==> config.mk <==
export PLATFORM = sky130hd
export DESIGN_NAME = axi_lite_arbiter_2to1
export DESIGN_NICKNAME = d
export VERILOG_FILES = /design/src/rtl/axi_lite_arbiter_2to1.sv
export SDC_FILE = /design/constraint.sdc
export NUM_CORES = 1
export LEC_CHECK = 0
export CORE_AREA = 5 5 175 177
export DETAILED_ROUTE_END_ITERATION = 8
export DIE_AREA = 0 0 180 182
export GPL_TIMING_DRIVEN = 1
export PLACE_DENSITY_LB_ADDON = 0.05
export RECOVER_POWER = 50
export REMOVE_ABC_BUFFERS = 1
export SLEW_MARGIN = 20
export SYNTH_ARGS = -nofsm -noshare
export SYNTH_HDL_FRONTEND = slang
export SYNTH_SLANG_ARGS = --single-unit
==> constraint.sdc <==
create_clock -name s_axi_aclk -period 1.9 [get_ports s_axi_aclk]
set_clock_uncertainty 0.15 [all_clocks]
set_input_delay 0.38 -clock s_axi_aclk [delete_from_list [all_inputs] [get_ports s_axi_aclk]]
set_output_delay 0.38 -clock s_axi_aclk [all_outputs]
set_load 0.01 [all_outputs]
==> src/rtl/axi_lite_arbiter_2to1.sv <==
// rtl/axi_lite_arbiter_2to1.sv - round-robin 2:1 AXI4-Lite arbiter, one transaction outstanding
module axi_lite_arbiter_2to1 #(
    parameter int ADDR_WIDTH = 32,
    parameter int DATA_WIDTH = 32
) (
    input  logic                    s_axi_aclk,
    input  logic                    s_axi_aresetn,
    // upstream master port 0
    input  logic [ADDR_WIDTH-1:0]   s0_axi_awaddr,
    input  logic [2:0]              s0_axi_awprot,
    input  logic                    s0_axi_awvalid,
    output logic                    s0_axi_awready,
    input  logic [DATA_WIDTH-1:0]   s0_axi_wdata,
    input  logic [DATA_WIDTH/8-1:0] s0_axi_wstrb,
    input  logic                    s0_axi_wvalid,
    output logic                    s0_axi_wready,
    output logic [1:0]              s0_axi_bresp,
    output logic                    s0_axi_bvalid,
    input  logic                    s0_axi_bready,
    input  logic [ADDR_WIDTH-1:0]   s0_axi_araddr,
    input  logic [2:0]              s0_axi_arprot,
    input  logic                    s0_axi_arvalid,
    output logic                    s0_axi_arready,
    output logic [DATA_WIDTH-1:0]   s0_axi_rdata,
    output logic [1:0]              s0_axi_rresp,
    output logic                    s0_axi_rvalid,
    input  logic                    s0_axi_rready,
    // upstream master port 1
    input  logic [ADDR_WIDTH-1:0]   s1_axi_awaddr,
    input  logic [2:0]              s1_axi_awprot,
    input  logic                    s1_axi_awvalid,
    output logic                    s1_axi_awready,
    input  logic [DATA_WIDTH-1:0]   s1_axi_wdata,
    input  logic [DATA_WIDTH/8-1:0] s1_axi_wstrb,
    input  logic                    s1_axi_wvalid,
    output logic                    s1_axi_wready,
    output logic [1:0]              s1_axi_bresp,
    output logic                    s1_axi_bvalid,
    input  logic                    s1_axi_bready,
    input  logic [ADDR_WIDTH-1:0]   s1_axi_araddr,
    input  logic [2:0]              s1_axi_arprot,
    input  logic                    s1_axi_arvalid,
    output logic                    s1_axi_arready,
    output logic [DATA_WIDTH-1:0]   s1_axi_rdata,
    output logic [1:0]              s1_axi_rresp,
    output logic                    s1_axi_rvalid,
    input  logic                    s1_axi_rready,
    // downstream slave port
    output logic [ADDR_WIDTH-1:0]   m_axi_awaddr,
    output logic [2:0]              m_axi_awprot,
    output logic                    m_axi_awvalid,
    input  logic                    m_axi_awready,
    output logic [DATA_WIDTH-1:0]   m_axi_wdata,
    output logic [DATA_WIDTH/8-1:0] m_axi_wstrb,
    output logic                    m_axi_wvalid,
    input  logic                    m_axi_wready,
    input  logic [1:0]              m_axi_bresp,
    input  logic                    m_axi_bvalid,
    output logic                    m_axi_bready,
    output logic [ADDR_WIDTH-1:0]   m_axi_araddr,
    output logic [2:0]              m_axi_arprot,
    output logic                    m_axi_arvalid,
    input  logic                    m_axi_arready,
    input  logic [DATA_WIDTH-1:0]   m_axi_rdata,
    input  logic [1:0]              m_axi_rresp,
    input  logic                    m_axi_rvalid,
    output logic                    m_axi_rready,
    // status
    output logic [1:0]              grant,
    output logic                    busy
);

    typedef enum logic [2:0] {
        IDLE    = 3'd0,
        WR_ADDR = 3'd1,
        WR_RESP = 3'd2,
        RD_ADDR = 3'd3,
        RD_DATA = 3'd4
    } state_t;

    state_t state, state_nxt;
    logic   owner, owner_nxt;       // index of the granted port while not IDLE
    logic   rr_ptr, rr_ptr_nxt;     // port preferred on the next simultaneous request
    logic   aw_done, aw_done_nxt;
    logic   w_done, w_done_nxt;

    logic   own0, own1;
    logic   sel1;
    logic   sel_awvalid, sel_wvalid, sel_bready, sel_arvalid, sel_rready;
    logic   aw_hs, w_hs, b_hs, ar_hs, r_hs;
    logic   req0, req1, pick;

    // Ownership decode; payload mux falls back to port 0 while idle.
    always_comb begin
        busy  = (state != IDLE);
        own0  = busy & ~owner;
        own1  = busy & owner;
        sel1  = own1;
        grant = {own1, own0};
    end

    // Select the granted port's handshake inputs and forward its payload downstream.
    always_comb begin
        sel_awvalid  = sel1 ? s1_axi_awvalid : s0_axi_awvalid;
        sel_wvalid   = sel1 ? s1_axi_wvalid  : s0_axi_wvalid;
        sel_bready   = sel1 ? s1_axi_bready  : s0_axi_bready;
        sel_arvalid  = sel1 ? s1_axi_arvalid : s0_axi_arvalid;
        sel_rready   = sel1 ? s1_axi_rready  : s0_axi_rready;
        m_axi_awaddr = sel1 ? s1_axi_awaddr  : s0_axi_awaddr;
        m_axi_awprot = sel1 ? s1_axi_awprot  : s0_axi_awprot;
        m_axi_wdata  = sel1 ? s1_axi_wdata   : s0_axi_wdata;
        m_axi_wstrb  = sel1 ? s1_axi_wstrb   : s0_axi_wstrb;
        m_axi_araddr = sel1 ? s1_axi_araddr  : s0_axi_araddr;
        m_axi_arprot = sel1 ? s1_axi_arprot  : s0_axi_arprot;
    end

    // Downstream valid/ready: only in the matching phase, and AW/W masked once accepted.
    always_comb begin
        m_axi_awvalid = (state == WR_ADDR) & sel_awvalid & ~aw_done;
        m_axi_wvalid  = (state == WR_ADDR) & sel_wvalid  & ~w_done;
        m_axi_bready  = (state == WR_RESP) & sel_bready;
        m_axi_arvalid = (state == RD_ADDR) & sel_arvalid;
        m_axi_rready  = (state == RD_DATA) & sel_rready;
        aw_hs         = m_axi_awvalid & m_axi_awready;
        w_hs          = m_axi_wvalid  & m_axi_wready;
        b_hs          = m_axi_bvalid  & m_axi_bready;
        ar_hs         = m_axi_arvalid & m_axi_arready;
        r_hs          = m_axi_rvalid  & m_axi_rready;
    end

    // Route downstream readies and responses back to the granted port only.
    always_comb begin
        s0_axi_awready = own0 & (state == WR_ADDR) & ~aw_done & m_axi_awready;
        s0_axi_wready  = own0 & (state == WR_ADDR) & ~w_done  & m_axi_wready;
        s0_axi_bvalid  = own0 & (state == WR_RESP) & m_axi_bvalid;
        s0_axi_bresp   = (own0 && state == WR_RESP) ? m_axi_bresp : 2'b00;
        s0_axi_arready = own0 & (state == RD_ADDR) & m_axi_arready;
        s0_axi_rvalid  = own0 & (state == RD_DATA) & m_axi_rvalid;
        s0_axi_rdata   = (own0 && state == RD_DATA) ? m_axi_rdata : '0;
        s0_axi_rresp   = (own0 && state == RD_DATA) ? m_axi_rresp : 2'b00;

        s1_axi_awready = own1 & (state == WR_ADDR) & ~aw_done & m_axi_awready;
        s1_axi_wready  = own1 & (state == WR_ADDR) & ~w_done  & m_axi_wready;
        s1_axi_bvalid  = own1 & (state == WR_RESP) & m_axi_bvalid;
        s1_axi_bresp   = (own1 && state == WR_RESP) ? m_axi_bresp : 2'b00;
        s1_axi_arready = own1 & (state == RD_ADDR) & m_axi_arready;
        s1_axi_rvalid  = own1 & (state == RD_DATA) & m_axi_rvalid;
        s1_axi_rdata   = (own1 && state == RD_DATA) ? m_axi_rdata : '0;
        s1_axi_rresp   = (own1 && state == RD_DATA) ? m_axi_rresp : 2'b00;
    end

    // Next-state logic: arbitrate in IDLE, track AW/W completion, release on response.
    always_comb begin
        state_nxt   = state;
        owner_nxt   = owner;
        rr_ptr_nxt  = rr_ptr;
        aw_done_nxt = aw_done;
        w_done_nxt  = w_done;
        req0        = s0_axi_awvalid | s0_axi_arvalid;
        req1        = s1_axi_awvalid | s1_axi_arvalid;
        pick        = (req0 & req1) ? rr_ptr : req1;

        case (state)
            IDLE: begin
                if (req0 | req1) begin
                    owner_nxt = pick;
                    // A port offering both a write and a read has its write served first.
                    if (pick ? s1_axi_awvalid : s0_axi_awvalid) begin
                        state_nxt = WR_ADDR;
                    end else begin
                        state_nxt = RD_ADDR;
                    end
                end
            end
            WR_ADDR: begin
                if ((aw_done | aw_hs) & (w_done | w_hs)) begin
                    state_nxt   = WR_RESP;
                    aw_done_nxt = 1'b0;
                    w_done_nxt  = 1'b0;
                end else begin
                    aw_done_nxt = aw_done | aw_hs;
                    w_done_nxt  = w_done | w_hs;
                end
            end
            WR_RESP: begin
                if (b_hs) begin
                    state_nxt  = IDLE;
                    rr_ptr_nxt = ~owner;
                end
            end
            RD_ADDR: begin
                if (ar_hs) begin
                    state_nxt = RD_DATA;
                end
            end
            RD_DATA: begin
                if (r_hs) begin
                    state_nxt  = IDLE;
                    rr_ptr_nxt = ~owner;
                end
            end
            default: begin
                state_nxt   = IDLE;
                aw_done_nxt = 1'b0;
                w_done_nxt  = 1'b0;
            end
        endcase
    end

    // State register; reset abandons any transaction in flight.
    always_ff @(posedge s_axi_aclk or negedge s_axi_aresetn) begin
        if (!s_axi_aresetn) begin
            state   <= IDLE;
            owner   <= 1'b0;
            rr_ptr  <= 1'b0;
            aw_done <= 1'b0;
            w_done  <= 1'b0;
        end else begin
            state   <= state_nxt;
            owner   <= owner_nxt;
            rr_ptr  <= rr_ptr_nxt;
            aw_done <= aw_done_nxt;
            w_done  <= w_done_nxt;
        end
    end

endmodule

==> results.txt <==
Net Sw Frac: 0.4396
Crit Path Class: flop to primary output
Power after layout: 0.01286 W
Synth top area share: 0.5020
Net Sw Power: 0.005653 W
Ys async rst share: 1.000
CP startpoint: state[2]$_DFFE_PN0P_
Unique masters post-synth: 35
Fin. Hold Viols: 0
Std-Cell Rows: 63
Yosys top cell by area: nand2_1
GR Util All Layers: 0.1476
GPL Wtd Cong: 0.7900
Combinational Power Share: 0.949
CTS Hold Bufs: 0
Slowest cell on crit path: dfrtp_1
Crit path to: m_axi_araddr[2]
Initial DRC count: 104
Crit. End Element: primary output
Vias/cell: 3.714
Via count of the routed design: 5568
Routed WL: 26740 um
Pwr dens: 1262 nW/um^2
Mean Syn Cell Area: 4.775 um^2
Clock latency on the worst-skew pair: 0.24 ns
Setup ws final: -0.4249 ns
Final Slew Violations: 0
Seq/Total Area, Yosys: 0.07014
Max Fclk: 430.1 MHz
Status: finished, violations left
WHS: 0.3647 ns
Worst Hold Class: primary input to asynchronous set/reset pin
Crit path cell chain: o31ai_4 > buf_6 > buf_12 > inv_16 > buf_12 > buf_4 > nand2_1 > nand2_1 > buf_2
Failing checks: setup timing
Area grow syn2layout: 308.1%
IO buf count: 460
R2r setup slk: -0.28 ns
CTS buffer count: 3
Worst vdd ir: 0.4224 mV
Die ar.: 32760 um^2
Post-DP HPWL: 21150 um
Slew margin rel.: 0.7222
Cell Area, Synth: 2497 um^2
CTS root buf: clkbuf_16
First-pass GRT wire length: 37230 um
CTS Sinks: 7
Critical Path AT: 1.79 ns
Worst path max stage delay: 0.42 ns
Final min period: 2.325 ns
Grt ovf: 0
Ports: 461
Antenna Nets Post-Route: 0
Synth Register Bits: 7
Total negative setup slack: -55.16 ns
R2r endpoint: state[1]$_DFFE_PN0P_
TritonCTS clock tree: yes
Final Cycle Share: 1.224
Initial DRT Pass Iterations: 4
Maximum clock path buffer count: 2
LEAKAGE: 4.869 nW
Most instantiated library cell after synthesis: nand2_1
R2R Path Start: state[2]$_DFFE_PN0P_
Sequential Power Share: 0.022
Vias in the first global route: 5852
Yosys warns: 0
Critical path launch point type: flop
Number of synthesized flops with an enable pin: 0
Layout cells sized above 1: 0.5529
Routed WL per cell: 17.84 um
Post-synth top cells: nand2_1 (334), and2_1 (68), nor2_1 (23)
Initial Util: 0.08586
Placeable core area: 29090 um^2
Final net count: 1371
Die extent in y: 182 um
DIE WIDTH: 180 um
Worst r2r path cells: 9
Mapped Cells: 523
Crit-path max FO: 9
RSZ-0062 raised after global routing: yes
Slew @ Worst Pin: 0.4154 ns
Finish-stage setup viols: 200
CP required: 1.37 ns
Max-cap viol count: 0
Pin count of the biggest net entering global routing: 18
Initial antenna violation count: 8
Cell-internal power: 0.007206 W
Share of power burned in the clock network: 0.029
Drt drc: 0
Primary FF master, synth: dfrtp_1
H-tree depth: 1
Clock slew seen by the registers of the worst setup and hold paths: 0.04 ns
Top post-synthesis cells by area: nand2_1 (50%), and2_1 (17%), dfrtp_1 (7.0%)
==> what timing repair did <==
item | in CTS | in global routing
pin swaps | 89 | 122
gates cloned | 11 | 6
resized for setup | 859 | 466
setup endpoints to repair | 198 | 202
setup buffers | 58 | 26
==> worst max-delay path: cells and delay by family (launching register included) <==
| kind | cells | cell delay [ns] |
|---|---|---|
| flops | 1 | 0.42 |
| compound gates | 1 | 0.30 |
| buf+inv | 6 | 0.73 |
| simple gates | 2 | 0.11 |
==> cells in the final DEF (no fill, tap or decap), drive strengths merged, types with 4 or more instances in the layout <==
cell           netlist  routed
clkdlybuf4s50        0     258
inv                  7       8
nor3                 7       7
clkbuf              18      10
and2                68      68
nand3                5       5
dfrtp                7       7
mux2i                4       4
nand2              334     334
diode                0       4
nor2                23      23
a21oi                4       4
buf                 18     335
clkdlybuf4s15        0       7
dlygate4sd2          0       6
==> power groups by stage <==
| stage | logic [W] | clock network (W) | registers [W] |
|---|---|---|---|
| after floorplan | 0.00322 | 0 | 0.000336 |
| after global placement | 0.00856 | 0 | 0.000283 |
| after global routing | 0.0131 | 0.000386 | 0.000298 |
| after CTS | 0.0108 | 0.000374 | 0.000277 |
| after detailed placement | 0.00847 | 0 | 0.000284 |
| final | 0.0122 | 0.000370 | 0.000288 |
==> stage by stage <==
step | std cells | setup slack, ns | utilization | instance area (um^2)
finish | 1499 | -0.4249 | 0.3504 | 10190
global route | 1499 | -0.4932 | 0.3504 | 10190
CTS | 1471 | -0.4949 | 0.3101 | 9019
detailed placement | 1402 | -0.5433 | 0.2766 | 8046
global placement | 1402 | -0.5488 | 0.2766 | 8046
floorplan | 487 | -5.127 | - | 2330
==> final cells by class <==
cell class	count	area, um^2
timing repair inverter	1	20.02
sequential	7	178.9
multi-input combinational	473	3020
antenna	4	10.01
inverter	7	42.54
clock buffer	4	78.83
tap	390	488.0
timing repair buffer	613	6354
fill	3101	18890
==> worst min path at each step <==
stage / start / to / slack, ns / cells past startpoint
after floorplan: s_axi_aresetn / aw_done$_DFFE_PN0N_ / -0.07 / 0
after global placement: rr_ptr$_DFFE_PN0P_ / rr_ptr$_DFFE_PN0P_ / 0.40 / 1
after detailed placement: rr_ptr$_DFFE_PN0P_ / rr_ptr$_DFFE_PN0P_ / 0.40 / 1
after CTS: s_axi_aresetn / w_done$_DFFE_PN0N_ / 0.31 / 1
after global routing: s_axi_aresetn / w_done$_DFFE_PN0N_ / 0.39 / 1
final: s_axi_aresetn / w_done$_DFFE_PN0N_ / 0.36 / 1
==> registers in the layout, summed over array words and instances, names as in the netlist <==
register	flops
w_done	1
rr_ptr	1
state	3
owner	1
aw_done	1
==> cell families after synthesis <==
group / share of synthesized area
AO/OA/AOI/OAI: 0.06763
buffers and inverters: 0.07765
flip-flops: 0.07014
AND/OR/NAND/NOR: 0.7535
multiplexers: 0.03106
==> metal layers <==
layer	global-route usage	part of all wire	wire length (um)
met1	0.1535	0.35	9477
met3	0.06190	0.099	2635
met4	0.02286	0.015	405
met5	0	0.0023	61
met2	0.2817	0.53	14160
No activity file was read; power rests on OpenSTA's default activity.
